**config.mk**
```make
export PLATFORM = sky130hd
export DESIGN_NAME = s_mem_arbiter
export DESIGN_NICKNAME = d
export VERILOG_FILES = /design/src/rtl/s_mem_arb_pkg.sv /design/src/rtl/s_mem_arbiter_rr.sv /design/src/rtl/s_mem_arbiter.sv
export SDC_FILE = /design/constraint.sdc
export NUM_CORES = 1
export LEC_CHECK = 0
export CAP_MARGIN = 20
export CORE_UTILIZATION = 33
export DETAILED_ROUTE_END_ITERATION = 10
export PLACE_DENSITY = 0.91
export SYNTH_ARGS = -nofsm -noshare
export SYNTH_HDL_FRONTEND = slang
export SYNTH_SLANG_ARGS = --single-unit
```
**constraint.sdc**
```tcl
create_clock -name clk -period 5.5 [get_ports clk]
set_clock_uncertainty 0.2 [all_clocks]
set_input_delay 0.55 -clock clk [delete_from_list [all_inputs] [get_ports clk]]
set_output_delay 0.55 -clock clk [all_outputs]
set_load 0.05 [all_outputs]
```
**src/rtl/s_mem_arb_pkg.sv**
```systemverilog
// s_mem_arb_pkg: shared state type and default sizes for the s_memory arbiter
package s_mem_arb_pkg;
    typedef enum logic {IDLE, GRANT} arb_state_t;
    localparam int DEF_ADDR_W  = 8;
    localparam int DEF_DATA_W  = 8;
    localparam int S_MEM_DEPTH = 256;
endpackage

```
**src/rtl/s_mem_arbiter_rr.sv**
```systemverilog
// rr_picker: combinational round-robin pick of one request, scanning upward from ptr with wrap
module rr_picker #(
    parameter  int N  = 3,
    localparam int PW = $clog2(N)
) (
    input  logic [N-1:0]  req,
    input  logic [PW-1:0] ptr,
    output logic [N-1:0]  win,
    output logic          valid
);
    logic [PW-1:0] idx;
    // walk the ring backwards so the request closest to ptr is written last and wins
    always_comb begin
        win = '0;
        idx = '0;
        for (int i = N - 1; i >= 0; i--) begin
            idx = PW'((int'(ptr) + i) % N);
            if (req[idx]) begin
                win      = '0;
                win[idx] = 1'b1;
            end
        end
    end
    assign valid = |req;
endmodule

```
**src/rtl/s_mem_arbiter.sv**
```systemverilog
// s_mem_arbiter: round-robin, hold-while-requesting arbiter sharing one s_memory port; S_MEM_ARBITER_TIMEOUT_EN adds grant-hold preemption
module s_mem_arbiter
    import s_mem_arb_pkg::*;
#(
    parameter  int N_REQ    = 3,
    parameter  int ADDR_W   = DEF_ADDR_W,
    parameter  int DATA_W   = DEF_DATA_W,
    parameter  int MAX_HOLD = 64,
    localparam int PW       = $clog2(N_REQ)
) (
    input  logic                       clk,
    input  logic                       rst,
    input  logic [N_REQ-1:0]           req,
    input  logic [N_REQ-1:0]           lock,
    input  logic [N_REQ*ADDR_W-1:0]    req_addr,
    input  logic [N_REQ*DATA_W-1:0]    req_wdata,
    input  logic [N_REQ-1:0]           req_wren,
    output logic [N_REQ-1:0]           gnt,
    output logic [DATA_W-1:0]          rd_data,
    output logic [N_REQ-1:0]           rd_valid,
    output logic [ADDR_W-1:0]          mem_address,
    output logic [DATA_W-1:0]          mem_data,
    output logic                       mem_wren,
    input  logic [DATA_W-1:0]          mem_q
);
    arb_state_t       state, state_n;
    logic [N_REQ-1:0] gnt_n, pick;
    logic [PW-1:0]    ptr, ptr_n, hold, nxt, pick_ptr;
    logic             pick_ok, revoke, unused_cfg;

    // holder index, its ring successor, and the RAM mux driven only during an access cycle
    always_comb begin
        hold        = '0;
        mem_address = '0;
        mem_data    = '0;
        mem_wren    = 1'b0;
        for (int i = 0; i < N_REQ; i++) begin
            if (gnt[i]) hold = PW'(i);
            if (gnt[i] && req[i]) begin
                mem_address = req_addr[i*ADDR_W +: ADDR_W];
                mem_data    = req_wdata[i*DATA_W +: DATA_W];
                mem_wren    = req_wren[i] & rst;
            end
        end
        nxt = (hold == PW'(N_REQ - 1)) ? '0 : hold + 1'b1;
    end

    assign pick_ptr = (state == GRANT) ? nxt : ptr;
    assign rd_data  = mem_q;

    rr_picker #(.N(N_REQ)) u_pick (
        .req   (req & ~gnt),
        .ptr   (pick_ptr),
        .win   (pick),
        .valid (pick_ok)
    );

    // grant from idle, or hand over to the next round-robin winner when the holder releases or is revoked
    always_comb begin
        state_n = state;
        gnt_n   = gnt;
        ptr_n   = ptr;
        if (state == IDLE) begin
            gnt_n   = pick;
            state_n = pick_ok ? GRANT : IDLE;
        end else if (!req[hold] || revoke) begin
            gnt_n   = pick;
            ptr_n   = nxt;
            state_n = pick_ok ? GRANT : IDLE;
        end
    end

    // arbitration state and the read strobe one cycle behind each read access
    always_ff @(posedge clk) begin
        if (!rst) begin
            state    <= IDLE;
            gnt      <= '0;
            ptr      <= '0;
            rd_valid <= '0;
        end else begin
            state    <= state_n;
            gnt      <= gnt_n;
            ptr      <= ptr_n;
            rd_valid <= gnt & req & ~req_wren;
        end
    end

`ifdef S_MEM_ARBITER_TIMEOUT_EN
    localparam int CW = $clog2(MAX_HOLD);
    logic [CW-1:0] hold_cnt;
    // tenure length, saturating at the limit and restarting whenever the grant changes
    always_ff @(posedge clk) begin
        if (!rst) hold_cnt <= '0;
        else hold_cnt <= (gnt_n != gnt) ? '0 :
                         (state == GRANT && hold_cnt != CW'(MAX_HOLD - 1)) ? hold_cnt + 1'b1 : hold_cnt;
    end
    assign revoke     = (state == GRANT) && (hold_cnt == CW'(MAX_HOLD - 1)) && !lock[hold] && pick_ok;
    assign unused_cfg = (S_MEM_DEPTH == 0);
`else
    assign revoke     = 1'b0;
    assign unused_cfg = ^lock ^ (MAX_HOLD == 0) ^ (S_MEM_DEPTH == 0);
`endif
endmodule

```
==> results.toml <==
[synth]
synth_area_sq_um = 1040
postSynth.asyncResetShare_pct = 0
synth_cell_types = 38
synth_edf_count = 0
yosys_warnings = 0
netlist_instances = 139
synth_fp_nets = 210
ys_ff_latch = 9
syn_avg_cell_area_sq_um = 7.49
synth_flop_cell = "dfxtp_1"
ys_seq_area_share_pct = 17.3

[cts]
cts_sinks = 9
ctsRootBufferMaster = "clkbuf_4"
cts-resized-gates = 0
cts_setup_buffers = 0
numCtsBuffers = 3
cts.path.max_buffers = 2
cts_hold_buf = 0
clk_latency_ns = 0.27
cts_tree = "yes"
htreeDepth = 1
path_clk_slew_ns = 0.06

[placed_design]
dp_hpwl_mm = 2.46
port_buffers = 78
globalplace.congestion = 0.803
place_inst = 245
dp_slack_ns = 1.70

[sta]
hold_viol_final = 0
maxSlewViolCount = 0
fmax_mhz = 264
finalSetupViolations = 0
fin_ws_ns = 1.72
grt_setup_unrepaired = "false"
tightest_slew_ns = 0.703
final.setup.tns_ns = 0
timing.slew.headroom_pct = 53.2
final.period_utilization_pct = 68.8
fin_crit_ns = 3.78

[global_routing]
grt_first_pass_wirelength_mm = 5.16
grt.total_usage_pct = 19.2
grt_max_degree = 21
grt_pass1_vias = 1198
grt_overflow = 0
grt_antenna_before_repair = 0

[power_and_ir_drop]
ir_worst_vdd_mv = 0.277
power_density_nw_per_um2 = 459
leakagePower_nw = 0.699

[final_layout]
final_cell_mix = "clkdlybuf4s50_1 (78), nor2_1 (36), a221oi_1 (17)"
diodes = 0
nets = 277
area_delta_synth_final_pct = 73.1
drive_gt1_share_pct = 7.80
fin_cells = 249
final_common_cell = "clkdlybuf4s50_1"

[floorplanning]
dieArea_sq_um = 3380
rows = 20
die_h_um = 58.2
core_sq_um = 3030
start_util_pct = 34.4
fp.dieW_um = 58.2
io_pins = 98

[detailed_routing]
wl_per_cell_um = 12.6
ant_nets = 0
route.detailed.drc = 0
routed_wl_mm = 3.14
first_pass_iters = 6
drt_iter0_drc = 43
vias = 1249
viasPerCell = 5.02

[worst_setup_path]
arrival_ns = 3.03
worstPathRequired_ns = 4.75
worst_setup_path_end_kind = "primary output"
critical_path_class = "input port to primary output"
start_kind = "input port"
cp_max_fo = 19

[run]
max_cap_viol_count = 0

[outcome]
status = "finished, final reports clean"

[worst_hold_path]
hp-class = "flip-flop to flip-flop"
per-layer routing:
layer  routed length, um  part of all wire [%]  track usage, %
met5                   0                     0               0
met4                  32                   1.0            3.74
met2                1530                    49            35.1
met3                 312                   9.9            7.14
met1                1270                    40            21.1
cell families after synthesis:
kind of cell             count (synthesis)  share of synthesized area [%]
AO/OA/AOI/OAI                           31                           25.1
adder cells (fa/ha/maj)                  4                           4.81
AND/OR/NAND/NOR                         71                           37.0
multiplexers                             5                           4.93
buffers and inverters                   19                           10.8
flip-flops                               9                           17.3
worst max-delay path: stages:
cell,delay (ns)
clkdlybuf4s50_1,0.45
and2_1,0.40
nor2_4,0.44
a221oi_1,0.14
nor3b_1,0.20
clkdlybuf4s50_1,0.84
sequential cells by signal, summed over array words and instances (netlist names):
register  flops
rd_valid      3
ptr           2
state         1
gnt           3
power breakdown:
part	switching (mW)	internal, mW
sequential	0.0202	0.0804
clock	0.0246	0.0280
combinational	0.417	0.256
total	0.461	0.365
Yosys cell counts, types with 2 or more instances:
| library cell | count | area share, % |
|---|---|---|
| clkbuf_1 | 3 | 1.1 |
| ha_1 | 4 | 4.8 |
| mux2i_1 | 4 | 3.8 |
| buf_4 | 10 | 7.2 |
| o31ai_1 | 4 | 2.9 |
| inv_1 | 3 | 1.1 |
| nand2_1 | 6 | 2.2 |
| dfxtp_1 | 9 | 17 |
| nor3b_1 | 3 | 2.2 |
| and3_1 | 2 | 1.2 |
| o21ai_0 | 2 | 0.96 |
| a221oi_1 | 17 | 14 |
| buf_2 | 3 | 1.4 |
| nor2b_1 | 6 | 3.6 |
| nor2_1 | 36 | 13 |
| nor3_1 | 2 | 0.96 |
| and3b_2 | 2 | 1.9 |
| nand4_1 | 2 | 1.2 |
| o31ai_2 | 2 | 2.4 |
metrics by stage:
step	power [mW]	hold WS, ns	util, %	instance area [sq um]
floorplan	0.596	0.282	-	1040
detailed placement	0.776	0.307	58.6	1780
global placement	0.771	0.303	58.6	1780
global route	0.887	0.348	59.5	1800
CTS	0.829	0.326	59.5	1800
finish	0.826	0.317	59.5	1800
path summary, 6_finish.rpt:
| kind | startpoint | to | slack [ns] | depth (start not counted) |
|---|---|---|---|---|
| max | req[1] | mem_wren | 1.72 | 6 |
| min | ptr[1] | ptr[1] | 0.32 | 2 |
| max reg2reg | gnt[2] | gnt[0] | 2.89 | 8 |
| min reg2reg | ptr[1] | ptr[1] | 0.32 | 2 |
area by class of cell:
class                           instances  area (sq um)
Clock buffer                            4          26.3
Fill cell                             281          1230
Inverter                                3          11.3
Multi-Input combinational cell        111           748
Sequential cell                         9           180
Tap cell                               44          55.1
Timing Repair Buffer                   78           781
Power figures use the tool's default switching activity.
